`config.mk`:
```
export PLATFORM = sky130hd
export DESIGN_NAME = led_chaser_pwm_core
export DESIGN_NICKNAME = d
export VERILOG_FILES = /design/src/rtl/led_chaser_pwm_core.sv
export SDC_FILE = /design/constraint.sdc
export NUM_CORES = 1
export LEC_CHECK = 0
export ABC_AREA = 0
export BUFFER_PORTS_ARGS = -buffer_cell sky130_fd_sc_hd__buf_2
export CAP_MARGIN = 20
export CORE_MARGIN = 1
export CORE_UTILIZATION = 48
export CTS_CLUSTER_SIZE = 28
export DETAILED_ROUTE_END_ITERATION = 12
export PLACE_DENSITY = 0.76
export SETUP_SLACK_MARGIN = 0.05
export SYNTH_ARGS = -nofsm -noshare
export SYNTH_HDL_FRONTEND = slang
export SYNTH_SLANG_ARGS = --single-unit
```
`constraint.sdc`:
```
create_clock -name clk -period 5.7 [get_ports clk]
set_input_delay 1.425 -clock clk [delete_from_list [all_inputs] [get_ports clk]]
set_output_delay 1.425 -clock clk [all_outputs]
set_load 0.02 [all_outputs]
```
`src/rtl/led_chaser_pwm_core.sv`:
```
// led_chaser_pwm_core: mapped LED chaser with wrap/ping-pong stepping and PWM comet tail; define LINEAR_FADE_EN for linear tail fade
module led_chaser_pwm_core #(
   parameter int NUM_CH = 7,
   parameter int SEQ_LEN = 8,
   parameter int IDX_W = 3,
   parameter logic [SEQ_LEN*IDX_W-1:0] SEQ_MAP = {3'd5, 3'd6, 3'd2, 3'd3, 3'd4, 3'd6, 3'd1, 3'd0},
   parameter int STEP_CNT_W = 23,
   parameter int FADE_DIV_W = 22,
   parameter int BRIGHT_W = 4,
   localparam int POS_W = $clog2(SEQ_LEN)
) (
   input  logic              clk,
   input  logic              reset,
   input  logic [2:0]        speed,
   input  logic              direction,
   input  logic              pingpong,
   input  logic              tail,
   input  logic              invert,
   output logic [NUM_CH-1:0] led_out,
   output logic              step_pulse,
   output logic [POS_W-1:0]  step_idx
);
   localparam logic [POS_W-1:0] LAST = POS_W'(SEQ_LEN - 1);
   localparam logic [BRIGHT_W-1:0] MAX = {BRIGHT_W{1'b1}};
   logic [2:0] speed_q;
   logic direction_q, pingpong_q, tail_q, invert_q;
   logic [STEP_CNT_W-1:0] step_cnt_q, step_cnt_d;
   logic [STEP_CNT_W:0] step_lim;
   logic step, up, at_end;
   logic [POS_W-1:0] pos_q, pos_d;
   logic bounce_q, bounce_d;
   logic [BRIGHT_W-1:0] bright_q [NUM_CH];
   logic [BRIGHT_W-1:0] bright_d [NUM_CH];
   logic [BRIGHT_W-1:0] pwm_cnt_q;
   logic [FADE_DIV_W-1:0] fade_cnt_q;
   logic [IDX_W-1:0] head_ch;
   logic [NUM_CH-1:0] led_raw, led_q;
   logic step_pulse_q;

   function automatic logic [BRIGHT_W-1:0] fade(input logic [BRIGHT_W-1:0] b);
`ifdef LINEAR_FADE_EN
      return (b == '0) ? '0 : b - BRIGHT_W'(1);
`else
      return b >> 1;
`endif
   endfunction

   assign step_lim = (((STEP_CNT_W+1)'(speed_q) + (STEP_CNT_W+1)'(1)) << (STEP_CNT_W - 3)) - (STEP_CNT_W+1)'(1);
   assign step = (STEP_CNT_W+1)'(step_cnt_q) >= step_lim;
   assign head_ch = SEQ_MAP[pos_q*IDX_W +: IDX_W];

   // step timer and head position: >= lets a shrinking period step immediately
   always_comb begin
      step_cnt_d = step ? '0 : step_cnt_q + STEP_CNT_W'(1);
      up = pingpong_q ? bounce_q : direction_q;
      at_end = up ? pos_q == LAST : pos_q == '0;
      pos_d = !step ? pos_q :
              (at_end && pingpong_q) ? (up ? LAST - POS_W'(1) : POS_W'(1)) :
              at_end ? (up ? '0 : LAST) :
              up ? pos_q + POS_W'(1) : pos_q - POS_W'(1);
      bounce_d = (step && pingpong_q && at_end) ? ~bounce_q : bounce_q;
   end

   // brightness: head forced to max, others fade on the prescaler tick or clear without tail
   always_comb begin
      for (int c = 0; c < NUM_CH; c++) begin
         bright_d[c] = (head_ch == IDX_W'(c)) ? MAX :
                       !tail_q ? '0 :
                       (fade_cnt_q == '0) ? fade(bright_q[c]) : bright_q[c];
         led_raw[c] = bright_q[c] > pwm_cnt_q;
      end
   end

   // all state, with input capture and registered outputs
   always_ff @(posedge clk) begin
      if (reset) begin
         {speed_q, direction_q, pingpong_q, tail_q, invert_q} <= '0;
         step_cnt_q <= '0;
         pos_q <= '0;
         bounce_q <= 1'b1;
         pwm_cnt_q <= '0;
         fade_cnt_q <= '0;
         led_q <= '0;
         step_pulse_q <= 1'b0;
         for (int c = 0; c < NUM_CH; c++) bright_q[c] <= '0;
      end else begin
         {speed_q, direction_q, pingpong_q, tail_q, invert_q} <= {speed, direction, pingpong, tail, invert};
         step_cnt_q <= step_cnt_d;
         pos_q <= pos_d;
         bounce_q <= bounce_d;
         pwm_cnt_q <= pwm_cnt_q + BRIGHT_W'(1);
         fade_cnt_q <= fade_cnt_q + FADE_DIV_W'(1);
         led_q <= led_raw ^ {NUM_CH{invert_q}};
         step_pulse_q <= step;
         for (int c = 0; c < NUM_CH; c++) bright_q[c] <= bright_d[c];
      end
   end

   assign led_out = led_q;
   assign step_pulse = step_pulse_q;
   assign step_idx = pos_q;
endmodule

```
==> results of run 1 <==
==> synthesized netlist by cell type (9+ instances only) <==
cell type,n,share of area [%]
a21oi_1,9,0.94
clkbuf_1,10,0.79
dfxtp_1,96,40
ha_1,40,10
inv_1,20,1.6
mux2i_1,34,7.1
nand2_1,32,2.5
nand3_1,23,2.4
nand4_1,16,2.1
nor2_1,66,5.2
nor2b_1,18,2.4
nor3_1,9,0.94
o21a_1,15,2.4
o21ai_0,34,3.6
xnor2_1,23,4.2
xor2_1,19,3.5
==> critical path: cells and delay by family <==
family / cells / cell delay [ps]
buffers and inverters: 2 / 1110
AND/OR/NAND/NOR: 1 / 560
AO/OA/AOI/OAI: 1 / 190
==> metrics by stage <==
stage	instances	area, sq um	hold slack (ps)
2_1_floorplan	524	4780	426.1
3_3_place_gp	662	4991	433.8
3_5_place_dp	662	4991	455.1
4_1_cts	678	5220	479.8
5_1_grt	678	5220	514.9
6_report	678	5220	471.2
==> state kept, by name, summed over array words and instances, names as in the netlist <==
name	flops
direction_q	1
step_cnt_q	23
invert_q	1
led_out	7
pwm_cnt_q	4
pingpong_q	1
fade_cnt_q	22
step_idx	3
bounce_q	1
tail_q	1
step_pulse	1
speed_q	3
bright_q	28
==> layer usage <==
metal  vias up  GRT usage, %  part of all wire (%)
met3         8         3.796                   2.8
met4         0         5.686                   1.1
li1       1853             -                     -
met1      1667         24.06                    49
met5         -             0                     0
met2        54         30.51                    47
==> where the power goes <==
group          internal, mW  total (mW)  switching [mW]
Sequential            0.686       0.698          0.0123
Clock                 0.262       0.504           0.243
Combinational        0.0594       0.135          0.0753
Total                  1.01        1.34           0.330
==> layout make-up <==
class,instances,area share [%]
clock inverters,6,1.750
multi-input cells,391,51.99
repair buffers,21,2.109
well taps,133,3.188
clock buffers,10,2.637
inverters,21,1.510
flip-flops and latches,96,36.82
==> cell families (layout without fill, tap and decap cells) <==
kind of cell | Yosys count | in the layout | synth area share (%)
DFF | 96 | 96 | 40.21
muxes | 35 | 35 | 7.356
adders and majority gates | 41 | 41 | 10.89
AOI/OAI and AO/OA | 72 | 72 | 8.927
and+or+nand+nor | 201 | 201 | 21.81
xor gates and xnor gates | 42 | 42 | 7.696
buffers and inverters | 37 | 58 | 3.115
==> worst paths after layout <==
kind | endpoint | slack [ps] | startpoint
setup / recovery | bright_q[3][1]$_SDFFE_PP0P_ | 2620 | reset
hold / removal | step_cnt_q[0]$_SDFF_PP0_ | 470 | step_cnt_q[0]$_SDFF_PP0_
setup reg to reg | step_idx[0]$_SDFFE_PP0P_ | 3410 | speed_q[0]$_SDFF_PP0_
hold reg to reg | step_cnt_q[0]$_SDFF_PP0_ | 470 | step_cnt_q[0]$_SDFF_PP0_
==> flow_summary_export.csv, run 1 <==
group,metric,value,unit
outcome,status,"finished clean",
synth,seq_area_frac_synth,40.21,%
synth,ys_ff_latch,96,
die,die_h,101.8,um
timing,finalHoldViolCount,0,
synth,async_reset_ff_share,0,%
cts,post_cts_buffers,0,
global_routing,grt_use_total,18.42,%
pwr,ir_drop,0.1575,mV
global_routing,antenna_found_initial,0,
cts,cts_root_buf,"clkbuf_8",
worst_hold_path,hold_path_depth,1,
synth,synth_edf_count,0,
worst_setup_path,worstPathRequired,5930,ps
timing,setup_tns,0,ps
worst_setup_path,worstPathCellList,"buf_2 -> clkinv_1 -> nand2_1 -> o21ai_0",
pwr,powerDensity,256.1,nW/um^2
final_layout,final_net_count,590,
timing,fin_crit,3079,ps
final_layout,fin_util,53.65,%
final_layout,insertedDiodeCount,0,
die,fp.coreArea,9729,sq um
placement,post-dp-hpwl,6278,um
run,drv_cap,0,
cts,cts_htree_levels,3,
worst_setup_path,worst_setup_path_start_kind,"input pin",
cts,cts_tree,"built",
cts,clk-insertion-delay-late,360,ps
final_layout,multi_input_area,2714,sq um
synth,syn_inst,524,
timing,tightest_slew,831.0,ps
detailed_routing,first_pass_iters,4,
final_layout,drive_gt1_share,8.807,%
synth,ys.flop_type,"dfxtp_1",
detailed_routing,wire_per_inst,12.98,um
placement,place_congestion,0.8179,
pwr,p_leak,2.081,nW
worst_hold_path,hp-class,"register to register",
synth,synth.net_count,574,
worst_setup_path,crit_arrival,3310,ps
final_layout,final_common_cell,"dfxtp_1",
global_routing,grt_max_degree,52,
global_routing,first_global_vias,3383,
timing,relSlewSlack,44.60,%
timing,min_period_over_period,54.03,%
detailed_routing,detail-route-antenna-nets,0,
timing,setup_ws,2621,ps
detailed_routing,drtIter0Drc,161,
cts,cts_resized,0,
timing,rsz0062_at_grt,"no",
detailed_routing,drc,0,
die,ios,20,
final_layout,fillers,907,
worst_setup_path,cp-end-kind,"register",
detailed_routing,viasPerCell,5.283,
worst_setup_path,max_stage_delay,630,ps
synth,synth_area,4780,sq um
timing,fin_skew,11.46,ps
global_routing,grt_pass1_wl,15080,um
timing,fmax,0.3247,GHz
die,dieArea,10360,sq um
worst_setup_path,critical_path_class,"input pin to register",
synth,synth_cell_type_count,48,
final_layout,regArea,1922,sq um
cts,cts_inserted_buffers,9,
die,row_count,36,
cts,ctsHoldBuffers,0,
pwr,total_power,1.337,mW
final_layout,final_cell_mix,"dfxtp_1 (96), nor2_1 (66), ha_1 (40)",
synth,syn_avg_cell_area,9.121,sq um
final_layout,area_delta_synth_final,9.215,%
placement,portBuffers,19,
timing,maxSlewViolCount,0,
worst_setup_path,cp_max_fo,51,
placement,preCtsSetupSlack,2226,ps
global_routing,grt_overflow,0,
worst_setup_path,crit_slowest_cell,"buf_2",
worst_setup_path,r2r_cells,8,
detailed_routing,vias,3582,
cts,cts_buffer_depth,2,
synth,yosys_warnings,0,
detailed_routing,wirelength,8799,um
cts,cts.clk_slew.worst_paths,100,ps
cts,clkSinkCount,96,
die,start_util,49.13,%
die,fp.dieW,101.8,um
timing,setup_viol,0,
Power figures use the tool's default switching activity.
==> run 2, diff against run 1 <==
ABC_AREA = 1   (was 0)
PLACE_DENSITY = 0.75   (was 0.76)
clock period = 3.2 ns   (was 5.7 ns; I/O delays follow)
==> run 2 against run 1 <==
Combinational power up 73%; final cell count increased by 32%; sequential power grew 78%; utilization decreased by 0.10 points; power grew 65%; register-to-register slack lost 2300 ps; sequential share of layout area fell by 2.2 points; non-clock buffer count is 1 higher; die area grew 8.1%; critical path depth rose by 4; final area increased by 6.4%; sequential cell count did not move; critical endpoint is now bright_q[4][2]$_SDFFE_PP0P_; largest power group unchanged.
==> flow_summary_export.csv, run 2 <==
group,metric,value,unit
synth,synth_area_leader_cell,"dfxtp_1",
pwr,total_power,2.208,mW
synth,async_reset_ff_share,0,%
timing,tightest_slew,935.2,ps
synth,yosys.area_share.simple,25.94,%
synth,synth_compound_area_share,11.53,%
worst_setup_path,cp-end-kind,"register",
die,start_util,49.90,%
synth,ys_ff_latch,96,
cts,cts_root_buf,"clkbuf_8",
detailed_routing,wirelength,10630,um
final_layout,insertedDiodeCount,0,
cts,post_cts_buffers,0,
detailed_routing,vias,4490,
worst_setup_path,r2r_cells,8,
die,ios,20,
worst_hold_path,holdPathEnd,"fade_cnt_q[0]$_SDFF_PP0_",
final_layout,final_net_count,802,
global_routing,grt_use_total,20.66,%
global_routing,grt_pass1_wl,18600,um
cts,ctsHoldBuffers,0,
worst_setup_path,r2r_start,"step_idx[1]$_SDFFE_PP0P_",
synth,synth.area.top_cells,"dfxtp_1 (37%), nand2_1 (11%), ha_1 (9.7%)",
worst_setup_path,crit_arrival,2340,ps
synth,synthAdderAreaFrac,10.06,%
synth,synth_edf_count,0,
cts,cts_buffer_depth,2,
cts,cts.clk_slew.worst_paths,90,ps
timing,rsz0062_at_grt,"no",
cts,cts_tree,"built",
worst_setup_path,critPathBufInv,3,
detailed_routing,detail-route-antenna-nets,0,
final_layout,area_delta_synth_final,7.302,%
detailed_routing,first_pass_iters,5,
final_layout,fillers,983,
final_layout,final_cell_mix,"nand2_1 (154), inv_1 (128), dfxtp_1 (96)",
synth,seq_area_frac_synth,37.14,%
pwr,p_int,1.622,mW
cts,cts_htree_levels,3,
synth,synth_top_family_by_area,"simple AND/OR/NAND/NOR gates",
global_routing,first_global_vias,4250,
worst_setup_path,worstPathRequired,3470,ps
timing,whs,452.9,ps
final_layout,drive_gt1_share,6.349,%
synth,syn_avg_cell_area,7.031,sq um
synth,synth_cell_type_count,34,
worst_setup_path,rrSetupSlack,1130,ps
cts,cts_inserted_buffers,9,
timing,finalHoldViolCount,0,
worst_setup_path,worstPathCellList,"inv_1 -> ha_1 -> o21ai_0 -> inv_1 -> nand3_1 -> o21ai_0 -> o21ai_0 -> inv_1",
worst_hold_path,hold_path_depth,1,
final_layout,finalInstanceArea,5553,sq um
pwr,p_leak,2.607,nW
timing,setup_viol,0,
pwr,p_comb_share,10.6,%
global_routing,antenna_found_initial,0,
worst_setup_path,max_stage_delay,550,ps
pwr,powerDensity,397.6,nW/um^2
placement,portBuffers,19,
outcome,status,"finished clean",
synth,synthXorXnorAreaFrac,4.231,%
worst_setup_path,crit_slowest_cell,"dfxtp_1",
final_layout,top_register,"bright_q",
final_layout,final_common_cell,"nand2_1",
final_layout,largest_reg_flops,28,
pwr,ir_drop,0.2006,mV
worst_hold_path,hp-class,"register to register",
die,dieArea,11200,sq um
detailed_routing,viasPerCell,5.034,
worst_setup_path,cp_max_fo,11,
timing,setup_tns,0,ps
final_layout,regArea,1922,sq um
worst_setup_path,critical_path_class,"register to register",
pwr,sequentialPowerShare,56.2,%
global_routing,grt_overflow,0,
worst_setup_path,worst_path_dominant_cell_family,"compound AO/OA/AOI/OAI gates",
placement,place_congestion,0.8964,
cts,clk-insertion-delay-late,370,ps
cts,clkSinkCount,96,
synth,synth.net_count,786,
detailed_routing,drtIter0Drc,233,
worst_setup_path,worst_setup_path_start_kind,"register",
die,fp.coreArea,10370,sq um
synth,yosys_warnings,0,
worst_setup_path,r2r-end,"bright_q[4][2]$_SDFFE_PP0P_",
detailed_routing,drc,0,
placement,place_area,5379,sq um
synth,synthMuxAreaShare,0,%
synth,yosys.cell_count.top_type,"nand2_1",
synth,ys.flop_type,"dfxtp_1",
die,row_count,37,
pwr,swShare,26.54,%
placement,post-dp-hpwl,7752,um
pwr,p_switching,0.5859,mW
timing,min_period_over_period,64.84,%
run,drv_cap,0,
detailed_routing,wire_per_inst,11.92,um
synth,synthTopCellsByCount,"nand2_1 (154), inv_1 (128), dfxtp_1 (96)",
final_layout,fin_util,53.55,%
die,fp.dieW,105.8,um
synth,syn_inst,736,
timing,fin_skew,7.677,ps
die,die_h,105.8,um
timing,maxSlewViolCount,0,
timing,fmax,0.4820,GHz
timing,relSlewSlack,37.59,%
worst_hold_path,hp-start,"fade_cnt_q[0]$_SDFF_PP0_",
synth,netlist.area_leader.share,37.14,%
timing,fin_crit,2075,ps
pwr,pwr-share-clk,33.2,%
cts,cts_resized,0,
synth,synth_area,5175,sq um
final_layout,reg_top3,"bright_q: 28 flops, step_cnt_q: 23 flops, fade_cnt_q: 22 flops",
final_layout,multi_input_area,2679,sq um
global_routing,grt_max_degree,44,
-- run 2: cell count changes after synthesis, sizes merged, moves of 10 or more --
cell,change
nand2,+122
inv,+110
a21oi,+48
mux2i,-34
nor2,+21
nor2b,-18
nand3,+16
o21ai,+11
xnor2,-10
-- run 2: area by class of cell --
cell class,instances,share of cell area (%)
Clock buffer,13,2.862
Clock inverter,2,0.2704
Inverter,130,8.833
Multi-Input combinational cell,493,48.24
Sequential cell,96,34.61
Tap cell,136,3.064
Timing Repair Buffer,22,2.118
-- run 2: per-layer routing --
metal / global-route usage, % / vias up / wire length, um
li1: - / 2352 / -
met1: 26.06 / 2037 / 5122
met2: 33.61 / 85 / 4887
met3: 4.329 / 16 / 391
met4: 9.722 / 0 / 229
met5: 0 / - / 0
-- run 2: worst max-delay path by stage --
| stage | startpoint | end | slack [ps] | cells after the start |
|---|---|---|---|---|
| 2_1_floorplan | speed_q[0]$_SDFF_PP0_ | step_cnt_q[15]$_SDFF_PP0_ | 1320 | 11 |
| 3_3_place_gp | reset | led_out[3]$_SDFF_PP0_ | 1210 | 4 |
| 3_5_place_dp | reset | led_out[6]$_SDFF_PP0_ | 1120 | 4 |
| 4_1_cts | speed_q[0]$_SDFF_PP0_ | step_cnt_q[9]$_SDFF_PP0_ | 1130 | 10 |
| 5_1_grt | fade_cnt_q[0]$_SDFF_PP0_ | fade_cnt_q[20]$_SDFF_PP0_ | 880 | 10 |
| 6_report | step_idx[1]$_SDFFE_PP0P_ | bright_q[4][2]$_SDFFE_PP0P_ | 1130 | 8 |
-- run 2: cells by family after synthesis --
| group | Yosys count |
|---|---|
| flip-flops | 96 |
| XOR/XNOR | 25 |
| buffers and inverters | 147 |
| AND/OR/NAND/NOR | 314 |
| AO/OA/AOI/OAI | 113 |
| adder cells (fa/ha/maj) | 41 |
-- run 2: stage by stage --
| stage | setup WS, ps | instances |
|---|---|---|
| final | 1125 | 892 |
| after global routing | 878.1 | 892 |
| after CTS | 1129 | 892 |
| after detailed placement | 1120 | 877 |
| after global placement | 1207 | 877 |
| after floorplan | 1318 | 736 |
-- run 2: power by group through the flow --
stage	Combinational (mW)	Sequential (mW)	Clock, mW
2_1_floorplan	0.166	1.28	0
5_1_grt	0.267	1.25	0.800
4_1_cts	0.234	1.24	0.757
6_report	0.233	1.24	0.733
3_3_place_gp	0.223	1.27	0
3_5_place_dp	0.233	1.27	0
